===== src/rtl/d_mem_sync.sv =====
// d_mem_sync: single-port word memory with byte/half/word loads and stores,
// a fixed number of wait states per access and a one-cycle response strobe.
//
// state | meaning
// ------+--------------------------------------------------------------
// IDLE  | ready for a request; accepting one latches all req_* fields
// WAIT  | access in flight; down-counter runs for WAIT_STATES cycles
// RESP  | resp_valid high for one cycle with the latched result
module d_mem_sync #(
    parameter int DEPTH       = 64,
    parameter int ADDR_W      = 32,
    parameter int WAIT_STATES = 1
) (
    input  logic              clk,
    input  logic              reset,
    input  logic              req_valid,
    output logic              req_ready,
    input  logic              req_write,
    input  logic [1:0]        req_size,
    input  logic              req_unsigned,
    input  logic [ADDR_W-1:0] req_addr,
    input  logic [31:0]       req_wdata,
    output logic              resp_valid,
    output logic [31:0]       resp_rdata,
    output logic              resp_err
);

    localparam int AW = $clog2(DEPTH);

    localparam logic [1:0] S_IDLE = 2'd0;
    localparam logic [1:0] S_WAIT = 2'd1;
    localparam logic [1:0] S_RESP = 2'd2;

    logic [1:0]        state_q, state_d;
    logic [3:0]        cnt_q, cnt_d;
    logic              write_q;
    logic [1:0]        size_q;
    logic              uns_q;
    logic [ADDR_W-1:0] addr_q;
    logic [31:0]       wdata_q;
    logic              err_q;
    logic [31:0]       rdata_q;

    logic [31:0] mem [DEPTH];

    logic              accept;
    logic              go_resp;
    logic              eff_write;
    logic [1:0]        eff_size;
    logic              eff_uns;
    logic [ADDR_W-1:0] eff_addr;
    logic [31:0]       eff_wdata;
    logic [1:0]        eff_lane;
    logic [AW-1:0]     eff_idx;
    logic              eff_err;
    logic [3:0]        byte_en;
    logic [31:0]       wr_lanes;
    logic [31:0]       rd_word;
    logic [31:0]       rd_shift;
    logic [31:0]       load_val;
    logic              mem_we;

    assign accept  = (state_q == S_IDLE) && req_valid;
    assign go_resp = (accept && (WAIT_STATES == 0)) ||
                     ((state_q == S_WAIT) && (cnt_q == 4'd1));

    // With zero wait states the access completes on the accept edge, so the
    // live request fields are used in IDLE and the latched copy afterwards.
    always_comb begin
        eff_write = write_q;
        eff_size  = size_q;
        eff_uns   = uns_q;
        eff_addr  = addr_q;
        eff_wdata = wdata_q;
        if (state_q == S_IDLE) begin
            eff_write = req_write;
            eff_size  = req_size;
            eff_uns   = req_unsigned;
            eff_addr  = req_addr;
            eff_wdata = req_wdata;
        end
    end

    assign eff_lane = eff_addr[1:0];
    assign eff_idx  = eff_addr[AW+1:2];

    // Error decode: illegal size, misalignment, or word index past the end.
    always_comb begin
        eff_err = 1'b0;
        if (eff_size == 2'b11)                          eff_err = 1'b1;
        if ((eff_size == 2'b01) && eff_addr[0])         eff_err = 1'b1;
        if ((eff_size == 2'b10) && (eff_lane != 2'b00)) eff_err = 1'b1;
        if ({2'b00, eff_addr[ADDR_W-1:2]} >= ADDR_W'(DEPTH)) eff_err = 1'b1;
    end

    // Store lane enables and replicated write data.
    always_comb begin
        byte_en  = 4'b0000;
        wr_lanes = eff_wdata;
        case (eff_size)
            2'b00: begin
                byte_en  = 4'b0001 << eff_lane;
                wr_lanes = {4{eff_wdata[7:0]}};
            end
            2'b01: begin
                byte_en  = 4'b0011 << eff_lane;
                wr_lanes = {2{eff_wdata[15:0]}};
            end
            2'b10:   byte_en = 4'b1111;
            default: byte_en = 4'b0000;
        endcase
    end

    // Load lane select with sign or zero extension.
    always_comb begin
        rd_word  = mem[eff_idx];
        rd_shift = rd_word >> {eff_lane, 3'b000};
        case (eff_size)
            2'b00:   load_val = eff_uns ? {24'd0, rd_shift[7:0]}
                                        : {{24{rd_shift[7]}}, rd_shift[7:0]};
            2'b01:   load_val = eff_uns ? {16'd0, rd_shift[15:0]}
                                        : {{16{rd_shift[15]}}, rd_shift[15:0]};
            default: load_val = rd_word;
        endcase
    end

    assign mem_we = go_resp && !reset && !eff_err && eff_write;

    // Next-state and wait-counter logic.
    always_comb begin
        state_d = state_q;
        cnt_d   = cnt_q;
        case (state_q)
            S_IDLE: begin
                if (accept) begin
                    cnt_d   = 4'(WAIT_STATES);
                    state_d = (WAIT_STATES == 0) ? S_RESP : S_WAIT;
                end
            end
            S_WAIT: begin
                cnt_d = cnt_q - 4'd1;
                if (cnt_q == 4'd1) state_d = S_RESP;
            end
            S_RESP:  state_d = S_IDLE;
            default: state_d = S_IDLE;
        endcase
    end

    // Control state, latched request and registered response.
    always_ff @(posedge clk) begin
        if (reset) begin
            state_q <= S_IDLE;
            cnt_q   <= 4'd0;
            write_q <= 1'b0;
            size_q  <= 2'b00;
            uns_q   <= 1'b0;
            addr_q  <= '0;
            wdata_q <= 32'd0;
            err_q   <= 1'b0;
            rdata_q <= 32'd0;
        end else begin
            state_q <= state_d;
            cnt_q   <= cnt_d;
            if (accept) begin
                write_q <= req_write;
                size_q  <= req_size;
                uns_q   <= req_unsigned;
                addr_q  <= req_addr;
                wdata_q <= req_wdata;
            end
            if (go_resp) begin
                err_q   <= eff_err;
                rdata_q <= (eff_err || eff_write) ? 32'd0 : load_val;
            end
        end
    end

    // Storage array; deliberately untouched by reset.
    always_ff @(posedge clk) begin
        if (mem_we) begin
            for (int b = 0; b < 4; b++) begin
                if (byte_en[b]) mem[eff_idx][8*b +: 8] <= wr_lanes[8*b +: 8];
            end
        end
    end

    assign req_ready  = (state_q == S_IDLE);
    assign resp_valid = (state_q == S_RESP);
    assign resp_err   = resp_valid && err_q;
    assign resp_rdata = resp_valid ? rdata_q : 32'd0;

endmodule

===== config.mk =====
export PLATFORM = sky130hd
export DESIGN_NAME = d_mem_sync
export DESIGN_NICKNAME = d
export VERILOG_FILES = /design/src/rtl/d_mem_sync.sv
export SDC_FILE = /design/constraint.sdc
export NUM_CORES = 2
export LEC_CHECK = 0
export CAP_MARGIN = 30
export CORE_MARGIN = 2
export CORE_UTILIZATION = 50
export DETAILED_ROUTE_END_ITERATION = 8
export PLACE_DENSITY = 0.65
export SLEW_MARGIN = 30
export SYNTH_ARGS = -nofsm -noshare
export SYNTH_HDL_FRONTEND = slang
export SYNTH_SLANG_ARGS = --single-unit

===== constraint.sdc =====
create_clock -name clk -period 5.5 [get_ports clk]
set_clock_uncertainty 0.15 [all_clocks]
set_input_delay 0.55 -clock clk [delete_from_list [all_inputs] [get_ports clk]]
set_output_delay 0.55 -clock clk [all_outputs]
set_load 0.01 [all_outputs]

== Yosys cells after proc, flatten, opt, wreduce, memory -nomap -nowiden ==
Memory sizes are Yosys's and may differ from the RTL's.
Index checks and enable logic that the tools add are counted.
Word-level totals
  flip-flop bits (word level): 107
  memory bits (writable): 2048
  input port bits: 71
  output and inout port bits: 35
  word-level logic and storage cells: 73
  memories kept: 1
Operators by class
  add/subtract/negate cells: 1
  $lt $le $gt $ge: 1
  equal/unequal tests: 8
  shifts and indexed selects: 3
  muxes and demuxes: 33
  reductions and logical operators: 17
Memories
  mem: depth 64, bits a word 32, rd ports 1, clocked after Yosys merged registers in 0, write ports 1, line 44  | logic [31:0] mem [DEPTH];
Operators by type and width (number)
  $mux W32: 6
  $pmux W32 S2: 2
  $shr A32 B5 Y16: 1
  $ge A30 B7 Y1 const B: 1
  $mux W1: 18
  $pmux W4 S3: 1
  $logic_and A1 B1 Y1: 8
  $pmux W4 S2: 1
  $eq A2 B2 Y1 const B: 3
  $mux W2: 3
  $eq A2 B1 Y1 const B: 2
  $eq A4 B1 Y1 const B: 1
  $logic_not A2 Y1: 2
  $mux W4: 1
  $ne A2 B1 Y1 const B: 2
  $pmux W2 S2: 1
  $reduce_and A2 Y1: 2
  $reduce_bool A2 Y1: 2
  $shl A1 B2 Y4 const A: 1
  $shl A2 B2 Y4 const A: 1
  $sub A4 B1 Y4 const B: 1
  $logic_not A1 Y1: 2
  $logic_or A1 B1 Y1: 1

== Longest topological paths before layout ==
  depth in word-level cells: 12
  gate-level depth with buffers: 18
  mapped depth without buffers: 12

== Worst setup path before layout ==
No wires, ideal clock.
  path kind: register -> register
  start: register state_q[1]
  end: memory mem[0][26], data pin
  library setup time: 702 ps
  arrival: 5292 ps
  data required time: 4648 ps
  setup slack: -645 ps
  stages on the path, launching flop included: 10
  buffers on the path: 3
  period minus slack after synthesis: 6145 ps
  cell sequence: dfxtp_1 or2_1 inv_2 buf_2 buf_1 buf_1 nand2_1 nand2_1 a21oi_1 o21ai_0
On the way
  elaborated cells between the ends (all ways): 6
  those cells by class: eq/ne: 1; mux: 3; reduce/logical: 2
RTL lines
  start, declared: line 34  | logic [1:0] state_q, state_d;
  start signal, assigned: line 162  | state_q <= state_d;
  $logic_not A2 Y1: line 75  | if (state_q == S_IDLE) begin
  $mux W32: line 75
  via eff_wdata[2]: line 52  | logic [31:0] eff_wdata;
  $pmux W32 S2: line 100  | case (eff_size)
  via wr_lanes[26]: line 57  | logic [31:0] wr_lanes;
  end, declared: line 44
The timed path passes the listed nets, and every way through them passes these cells.

== Worst setup path after layout ==
  start: register state_q[0]
  end: register rdata_q[9]
On the way
  longest elaborated chain between the ends: 9
  elaborated cells between the ends (all ways): 26
  those cells by class: order compare: 1; eq/ne: 4; shift: 1; mux: 12; reduce/logical: 7; memory: 1
RTL lines
  branches (longest 9 deep; another with $mem_v2 Z64 W32)
  end signal, assigned: line 173  | rdata_q <= (eff_err || eff_write) ? 32'd0 : load_val;
  end, declared: line 42  | logic [31:0] rdata_q;
Several ways; the timed one is not identified.
A chain may end at the register's enable or synchronous reset.

==> flow_metrics.tcl <==
set metrics [dict create \
    outcome "finished clean" \
    hold_buffers 0 \
    wl_per_cell_um 31.8 \
    cts_tree "built" \
    ctsResizeCount 0 \
    grt_max_degree 85 \
    num-nets-final 5939 \
    synthCells 5410 \
    worstSetupEndpointType "flop" \
    ys_warn_count 0 \
    cts.sinks 2155 \
    drt_iter0_drc 8327 \
    arrival_ns 5.97 \
    grt_pass1_wl_um 376000 \
    setup_viol 0 \
    seqCellArea_mm2 0.0636 \
    power.density_mw_per_mm2 387 \
    wl_um 262000 \
    die_area_mm2 0.168 \
    hold_viol_final 0 \
    portBuffers 105 \
    rsz0062_at_grt "no" \
    synth_edf_count 2048 \
    crit_type "flop to flop" \
    gp_congestion 0.933 \
    avgSynthCellArea_um2 15.3 \
    chipWidth_um 410 \
    overflow 0 \
    path_max_fanout 67 \
    fin_tns_setup_ns 0 \
    cts_setup_buffers 0 \
    cap_violations 0 \
    fp-row-count 149 \
    io_pins 106 \
    antenna_found_initial 14 \
    cp.required_ns 6.13 \
    initial_core_util 0.502 \
    drive_above_1_share 0.156 \
    fill_cells 12400 \
    ys.flop_type "edfxtp_1" \
    syn_area_mm2 0.0826 \
    syn_to_final_growth_pct 16.8 \
    grt_pass1_vias 52400 \
    numCtsBuffers 204 \
    yosys.area.top_type "edfxtp_1" \
    grtUsageTotal 0.307 \
    synth-async-reset-ratio 0 \
    timing.final.crit_share 0.971 \
    start_kind "flop" \
    ys_seq_area_frac 0.770 \
    cts_buffer_depth 3 \
    yosys-top-cells-area "edfxtp_1 (74%), o22ai_1 (4.4%), nand2_1 (3.2%)" \
    synth-seq-cells 2155 \
    power.total_uw 37300 \
    h-tree-depth 4 \
    ant_nets 0 \
    cts_root_buf "clkbuf_16" \
    dpl.hpwl_um 159000 \
    synth.top_cell.area_share 0.745 \
    path_clk_slew_ns 0.06 \
    tightest_slew_ns 1.01 \
    yosysUniqueCellTypes 88 \
    leakage_uw 0.0314 \
    vias 54800 \
    drc 0 \
    dieHeight_um 410 \
    routed_via_density 6.65 \
    finalCriticalPeriod_ns 5.34 \
    ir_drop_v 0.000290 \
    min_path_type "input pin to flop" \
    syn-num-nets 5483 \
    slew_violations 0 \
    core_mm2 0.164 \
    max_freq_mhz 187 \
    slew_headroom 0.329 \
    clock_latency_ns 0.88 \
    dr.pass1.iters 5 \
    multi_input_area_mm2 0.0175 \
]
## cells by family after synthesis
family,Yosys count,synth area share
DFF,2155,0.770
adders and majority gates,2,0.000303
and+or+nand+nor,1411,0.0782
muxes,154,0.0187
AOI/OAI and AO/OA,1256,0.107
buffers and inverters,432,0.0251
## state kept, by name, indices dropped and copies added, names as in the netlist, 2 cells and up
register	cells
addr_q	32
mem	2048
size_q	2
state_q	2
cnt_q	4
rdata_q	32
wdata_q	32
## cells in the mapped netlist, types with 9 or more instances
cell         n
a32oi_1     22
o41ai_1     26
a31oi_1     64
o22ai_1    581
buf_2      148
a21oi_1    116
or4_1       21
buf_1       45
o21ai_0     31
o221ai_1   143
buf_6       14
a22oi_1     34
o31ai_1      9
mux2i_1    150
dfxtp_1    107
nor2_1     140
o22a_1      31
and2_1      37
a32o_1      58
o211ai_1    14
a311oi_1    29
edfxtp_1  2048
and3_1      52
nand2_1    702
clkbuf_1   170
nand3_1     77
buf_4       35
nand4_1      9
a211oi_1    26
inv_1       17
nor3_1     225
nor4_1      95
## worst max-delay path, stage by stage, from the launching register on
cell and delay, ns:
dfxtp_1 0.47, or2_1 0.32, clkinv_2 0.14, buf_12 0.41, nor3_1 0.14, a31oi_4 0.75
nand2b_2 0.76, buf_4 0.37, o22ai_1 0.17, nor4_1 0.55, buf_4 0.24, a222oi_1 0.11
nand2_1 0.11, nand4b_1 0.34, nand3b_1 0.20
## final cells by class
class                           count  share of cell area
Antenna cell                        6            0.000156
Clock buffer                      254              0.0553
Clock inverter                    130              0.0126
Inverter                           18            0.000765
Multi-Input combinational cell   2823               0.181
Sequential cell                  2155               0.660
Tap cell                         2189              0.0284
Timing Repair Buffer              664              0.0617
## path summary, 6_finish.rpt
| path | from | end | slack, ns | cells after the start |
|---|---|---|---|---|
| min | req_addr[15] | addr_q[15] | 0.12 | 3 |
| max reg2reg | state_q[0] | rdata_q[9] | 0.16 | 14 |
| max | state_q[0] | rdata_q[9] | 0.16 | 14 |
| min reg2reg | addr_q[22] | addr_q[22] | 0.30 | 2 |
## stage by stage
stage / util / cells / area (um2) / hold slack, ns / worst slack [ns]
floorplan: - / 5410 / 82600 / 0.267 / 0.118
global placement: 0.546 / 7843 / 89700 / 0.289 / 0.0341
detailed placement: 0.546 / 7848 / 89800 / 0.297 / 0.240
CTS: 0.586 / 8232 / 96400 / 0.0796 / 0.434
global route: 0.587 / 8235 / 96400 / 0.122 / 0.223
finish: 0.587 / 8239 / 96400 / 0.120 / 0.159
## power by group
part / internal, uW / switching [uW] / total [uW]
registers: 18600 / 33.5 / 18600
logic: 1280 / 3480 / 4760
clock network: 7790 / 6130 / 13900
total: 27700 / 9650 / 37300
## layer usage
layer | part of all wire | global-route usage | vias to the layer above
li1 | - | - | 22700
met1 | 0.38 | 0.434 | 27500
met2 | 0.44 | 0.456 | 3955
met3 | 0.13 | 0.0745 | 648
met4 | 0.045 | 0.131 | 12
met5 | 0.00026 | 0 | -
## cell usage in the layout (no fill, tap or decap), types with 34 or more instances in the layout
cell type	instances
mux2i_1	142
and2_1	34
a21oi_1	103
and3_1	52
edfxtp_1	2048
buf_12	50
clkinv_1	62
nor2_1	132
a32o_1	58
buf_4	503
clkbuf_16	206
nor4_1	91
nor3_1	225
clkdlybuf4s50_1	104
a22oi_1	34
o22ai_1	581
nand2_1	694
nand3_1	77
o221ai_1	143
clkbuf_1	48
a31oi_1	59
dfxtp_1	107
(Power assumes the default switching activity.)
